## src/rtl/regfile_arbiter.sv

```systemverilog
// regfile_arbiter: two-requester sequencer for a 1R/1W register file.
// Reads and writes have independent round-robin arbiters. A read is deferred when the write in the same cycle targets the same address.
module regfile_arbiter #(
    parameter int  WIDTH = 32,
    parameter int  N     = 4,
    localparam int AW    = $clog2(N)
) (
    input  logic                  clk,
    input  logic                  rst_n,
    input  logic [1:0]            req_valid,
    output logic [1:0]            req_ready,
    input  logic [1:0]            req_we,
    input  logic [1:0][AW-1:0]    req_addr,
    input  logic [1:0][WIDTH-1:0] req_wdata,
    output logic [1:0]            rsp_valid,
    output logic [WIDTH-1:0]      rsp_rdata,
    output logic                  rf_read_en,
    output logic [AW-1:0]         rf_read_addr,
    output logic                  rf_write_en,
    output logic [AW-1:0]         rf_write_addr,
    output logic [WIDTH-1:0]      rf_data_in,
    input  logic [WIDTH-1:0]      rf_data_out
);

    logic       r_wr_last;
    logic       r_rd_last;
    logic [1:0] r_rsp_pend;

    logic [1:0] w_wr_gnt;
    logic [1:0] w_rd_pick;
    logic [1:0] w_rd_gnt;
    logic       w_wr_idx;
    logic       w_rd_idx;
    logic       w_conflict;

    // With both candidates present, the one that did not win last time wins now.
    function automatic logic [1:0] rr_pick(input logic [1:0] cand, input logic last);
        if (cand == 2'b11) rr_pick = last ? 2'b01 : 2'b10;
        else               rr_pick = cand;
    endfunction

    always_comb begin
        // NOTE: defaults first on every combinational output so no path can infer a latch.
        w_wr_gnt  = 2'b00;
        w_rd_pick = 2'b00;
        if (rst_n) begin
            w_wr_gnt  = rr_pick(req_valid & req_we, r_wr_last);
            w_rd_pick = rr_pick(req_valid & ~req_we, r_rd_last);
        end
    end

    assign w_wr_idx   = w_wr_gnt[1];
    assign w_rd_idx   = w_rd_pick[1];
    assign w_conflict = (|w_wr_gnt) && (|w_rd_pick) &&
                        (req_addr[w_wr_idx] == req_addr[w_rd_idx]);
    assign w_rd_gnt   = w_conflict ? 2'b00 : w_rd_pick;

    assign req_ready     = w_wr_gnt | w_rd_gnt;
    assign rf_write_en   = |w_wr_gnt;
    assign rf_write_addr = rf_write_en ? req_addr[w_wr_idx] : '0;
    assign rf_data_in    = rf_write_en ? req_wdata[w_wr_idx] : '0;
    assign rf_read_en    = |w_rd_gnt;
    assign rf_read_addr  = rf_read_en ? req_addr[w_rd_idx] : '0;

    always_ff @(posedge clk) begin
        // NOTE: non-blocking assignments so every register samples pre-edge values.
        if (!rst_n) begin
            r_rsp_pend <= 2'b00;
            r_wr_last  <= 1'b1;
            r_rd_last  <= 1'b1;
        end else begin
            r_rsp_pend <= w_rd_gnt;
            if (rf_write_en) r_wr_last <= w_wr_idx;
            if (rf_read_en)  r_rd_last <= w_rd_idx;
        end
    end

    assign rsp_valid = r_rsp_pend;
    assign rsp_rdata = (|r_rsp_pend) ? rf_data_out : '0;

endmodule

```

## config.mk

```make
export PLATFORM = sky130hd
export DESIGN_NAME = regfile_arbiter
export DESIGN_NICKNAME = d
export VERILOG_FILES = /design/src/rtl/regfile_arbiter.sv
export SDC_FILE = /design/constraint.sdc
export NUM_CORES = 1
export LEC_CHECK = 0
export BUFFER_PORTS_ARGS = -buffer_cell sky130_fd_sc_hd__buf_2
export CORE_MARGIN = 8
export CORE_UTILIZATION = 28
export CTS_BUF_LIST = sky130_fd_sc_hd__clkbuf_4 sky130_fd_sc_hd__clkbuf_8
export CTS_CLUSTER_DIAMETER = 150
export DETAILED_ROUTE_END_ITERATION = 10
export PLACE_DENSITY = 0.89
export SLEW_MARGIN = 10
export SYNTH_ARGS = -nofsm -noshare
export SYNTH_HDL_FRONTEND = slang
export SYNTH_SLANG_ARGS = --single-unit
export TNS_END_PERCENT = 5
```

## constraint.sdc

```tcl
create_clock -name clk -period 4.3 [get_ports clk]
set_clock_uncertainty 0.05 [all_clocks]
set_input_delay 0.215 -clock clk [delete_from_list [all_inputs] [get_ports clk]]
set_output_delay 0.215 -clock clk [all_outputs]
set_load 0.05 [all_outputs]
```

==> qor.json <==
{
  "path_cells": "and3_1 > nor3b_4 > buf_4 > nand2_1 > a21oi_1 > buf_2",
  "timing.critical_path.slowest_stage_cell": "sky130_fd_sc_hd__nor3b_4",
  "clkTransAtPathRegs_ns": 0.04,
  "route.final.wire_length_um": 5680,
  "die_width_um": 73.0,
  "timing.fmax_mhz": 395,
  "highest_layer": "met4",
  "antenna_diode_count": 0,
  "synth.largest_area_cell": "sky130_fd_sc_hd__nor2b_1",
  "area_growth_syn_to_layout_pct": 102,
  "synth.top_cells.by_count": "sky130_fd_sc_hd__nand2_1 (33), sky130_fd_sc_hd__nor2b_1 (33), sky130_fd_sc_hd__a22o_1 (20)",
  "async_flop_share_pct": 0,
  "final_max_slew_viol_count": 0,
  "timing.final.hold_violations": 0,
  "min-delay-path-class": "in2reg",
  "timing.critical_path.max_delay_family": "simple AND/OR/NAND/NOR gates",
  "ffs_latches_synth": 4,
  "synth_seq_area_share_pct": 8.82,
  "vdd_ir_drop_max_mv": 0.113,
  "area_enclosed_by_the_die_boundary_um2": 5320,
  "dr_wl_met3_um": 635,
  "vias": 1694,
  "drcViolationCount": 0,
  "root_buffer": "sky130_fd_sc_hd__clkbuf_4",
  "critical_path_cell_count": 6,
  "groute.usage.overall_pct": 19.4,
  "setup_violations": 0,
  "floorplan.die.height_um": 73.0,
  "finalSetupTns_ns": 0,
  "power.density_nw_per_um2": 200,
  "via_per_inst": 4.69,
  "drv_cap": 0,
  "globalRoute.totalOverflow": 0,
  "wl_met1_um": 2040,
  "numCtsBuffers": 3,
  "grt_pass1_vias": 1660,
  "synth.cell_area_um2": 908,
  "crit_path_end_kind": "output pin",
  "synth-warning-count": 0,
  "worstSetupPathType": "reg2out",
  "detailedPlacementHpwl_um": 5040,
  "required_ns": 4.03,
  "wire_length_per_cell_um": 15.7,
  "synthTopCellsByArea": "sky130_fd_sc_hd__nor2b_1 (23%), sky130_fd_sc_hd__a22o_1 (19%), sky130_fd_sc_hd__nand2_1 (14%)",
  "postCtsSetupBuffers": 0,
  "worst-slew-pin-transition_ns": 1.03,
  "grt_antenna_before_repair": 0,
  "port_buffers": 179,
  "synthDominantCellAreaShare_pct": 22.7,
  "clock_period_minus_final_worst_setup_slack_ns": 2.53,
  "number_of_sinks_handled_by_clock_tree_synthesis": 4,
  "post_cts_resize_count": 0,
  "layout_setup_ws_ns": 1.77,
  "drt_first_pass_iters": 7,
  "worstSetupStartpointType": "flop",
  "initial_core_util_pct": 29.5,
  "first_iter_violations": 40,
  "crit_path_max_incr_delay_ns": 0.70,
  "grt_max_degree": 33,
  "power_leakage_nw": 1.17,
  "synth_enable_flop_cells": 0,
  "worstSkewPairLatency_ns": 0.24,
  "synthesis.area_per_instance_um2": 6.26,
  "syn-instance-count": 145,
  "grt_pass1_wl_um": 8280,
  "antenna_violating_nets_post_route": 0,
  "synth.lib_cells_used.distinct": 26,
  "core_area_um2": 3080,
  "gp_congestion": 0.867,
  "reg2regPathDepth": 3,
  "whs_path_depth": 2,
  "layout-drive-gt1-share_pct": 59.0,
  "cts-hold-fix-buffers": 0,
  "detailedPlace.worstSlack_ns": 1.91,
  "yosys_most_used_dff": "sky130_fd_sc_hd__dfxtp_1",
  "syn_nets": 251,
  "worst-endpoint-arrival_ns": 2.26,
  "timing.final.crit_share_pct": 58.8,
  "critPathMaxFanout": 21,
  "max_slew_margin_pct": 31.3,
  "htreeDepth": 1,
  "clk_path_buf_depth": 2,
  "outcome": "complete, no violations",
  "timing.critical_path.buf_inv": 2,
  "met2_wirelength_um": 2890,
  "grt_setup_unrepaired": "no",
  "tritoncts_clock_tree": "done",
  "fp_rows": 20,
  "final_net_count": 425,
  "i_o_pins": 180
}
-- stage by stage --
stage | instances | total power [mW] | util (%) | cell area (um^2) | hold slack, ns
2_1_floorplan | 145 | 0.231 | - | 908 | 0.237
3_3_place_gp | 358 | 0.320 | 58.9 | 1810 | 0.397
3_5_place_dp | 358 | 0.322 | 58.9 | 1810 | 0.403
4_1_cts | 361 | 0.371 | 59.6 | 1840 | 0.167
5_1_grt | 361 | 0.385 | 59.6 | 1840 | 0.187
6_report | 361 | 0.367 | 59.6 | 1840 | 0.172
-- layout make-up --
type | instances | area (um^2)
well taps | 44 | 55.1
inverters | 3 | 11.3
flip-flops and latches | 4 | 80.1
repair buffers | 180 | 903
clock buffers | 3 | 22.5
fillers | 296 | 1240
multi-input cells | 127 | 763
-- state kept, by name, indices dropped and copies added, names as in the netlist --
name       flops
r_wr_last      1
r_rd_last      1
rsp_valid      2
-- routing by layer --
| metal | track usage [%] | vias to the layer above |
|---|---|---|
| met3 | 6.59 | 12 |
| met2 | 36.4 | 120 |
| met5 | 0 | - |
| met1 | 18.8 | 715 |
| li1 | - | 847 |
| met4 | 7.56 | 0 |
-- report_power, final --
group          switching [mW]  internal, mW  total [mW]
logic                   0.196        0.0840       0.280
registers             0.00126        0.0392      0.0405
clock network          0.0155        0.0312      0.0467
total                   0.213         0.154       0.367
-- path summary, 6_finish.rpt --
path,start,end,slack (ns)
worst max-delay path,r_wr_last,rf_data_in[8],1.77
worst min-delay path,rst_n,r_wr_last,0.17
worst min register to register,r_wr_last,r_wr_last,0.47
worst max register to register,r_rd_last,r_rd_last,2.98
-- logic make-up (layout without fill, tap and decap cells) --
kind of cell / after synthesis / count (layout) / share of synthesized area [%]
AO/OA/AOI/OAI: 44 / 44 / 34.4
XOR/XNOR: 3 / 3 / 2.89
buffers and inverters: 14 / 186 / 7.44
flip-flops: 4 / 4 / 8.82
AND/OR/NAND/NOR: 80 / 80 / 46.4
-- cell usage in the layout (no fill, tap or decap) --
cell type | Yosys | routed
sky130_fd_sc_hd__a211oi_1 | 1 | 1
sky130_fd_sc_hd__a21oi_1 | 16 | 16
sky130_fd_sc_hd__a22o_1 | 20 | 20
sky130_fd_sc_hd__a22oi_1 | 2 | 2
sky130_fd_sc_hd__and3_1 | 1 | 1
sky130_fd_sc_hd__buf_2 | 5 | 179
sky130_fd_sc_hd__buf_4 | 0 | 1
sky130_fd_sc_hd__clkbuf_4 | 0 | 3
sky130_fd_sc_hd__dfxtp_1 | 4 | 4
sky130_fd_sc_hd__inv_1 | 3 | 3
sky130_fd_sc_hd__nand2_1 | 33 | 33
sky130_fd_sc_hd__nand2b_1 | 1 | 1
sky130_fd_sc_hd__nand3_1 | 2 | 2
sky130_fd_sc_hd__nor2_1 | 6 | 5
sky130_fd_sc_hd__nor2_2 | 1 | 2
sky130_fd_sc_hd__nor2b_1 | 33 | 33
sky130_fd_sc_hd__nor3b_4 | 1 | 1
sky130_fd_sc_hd__nor4_2 | 1 | 1
sky130_fd_sc_hd__o21ai_0 | 2 | 2
sky130_fd_sc_hd__o22ai_1 | 1 | 1
sky130_fd_sc_hd__o311a_1 | 1 | 1
sky130_fd_sc_hd__o311ai_0 | 1 | 1
sky130_fd_sc_hd__or3b_1 | 1 | 1
sky130_fd_sc_hd__xnor2_1 | 1 | 1
sky130_fd_sc_hd__xor2_1 | 2 | 2
(Power assumes the default switching activity.)
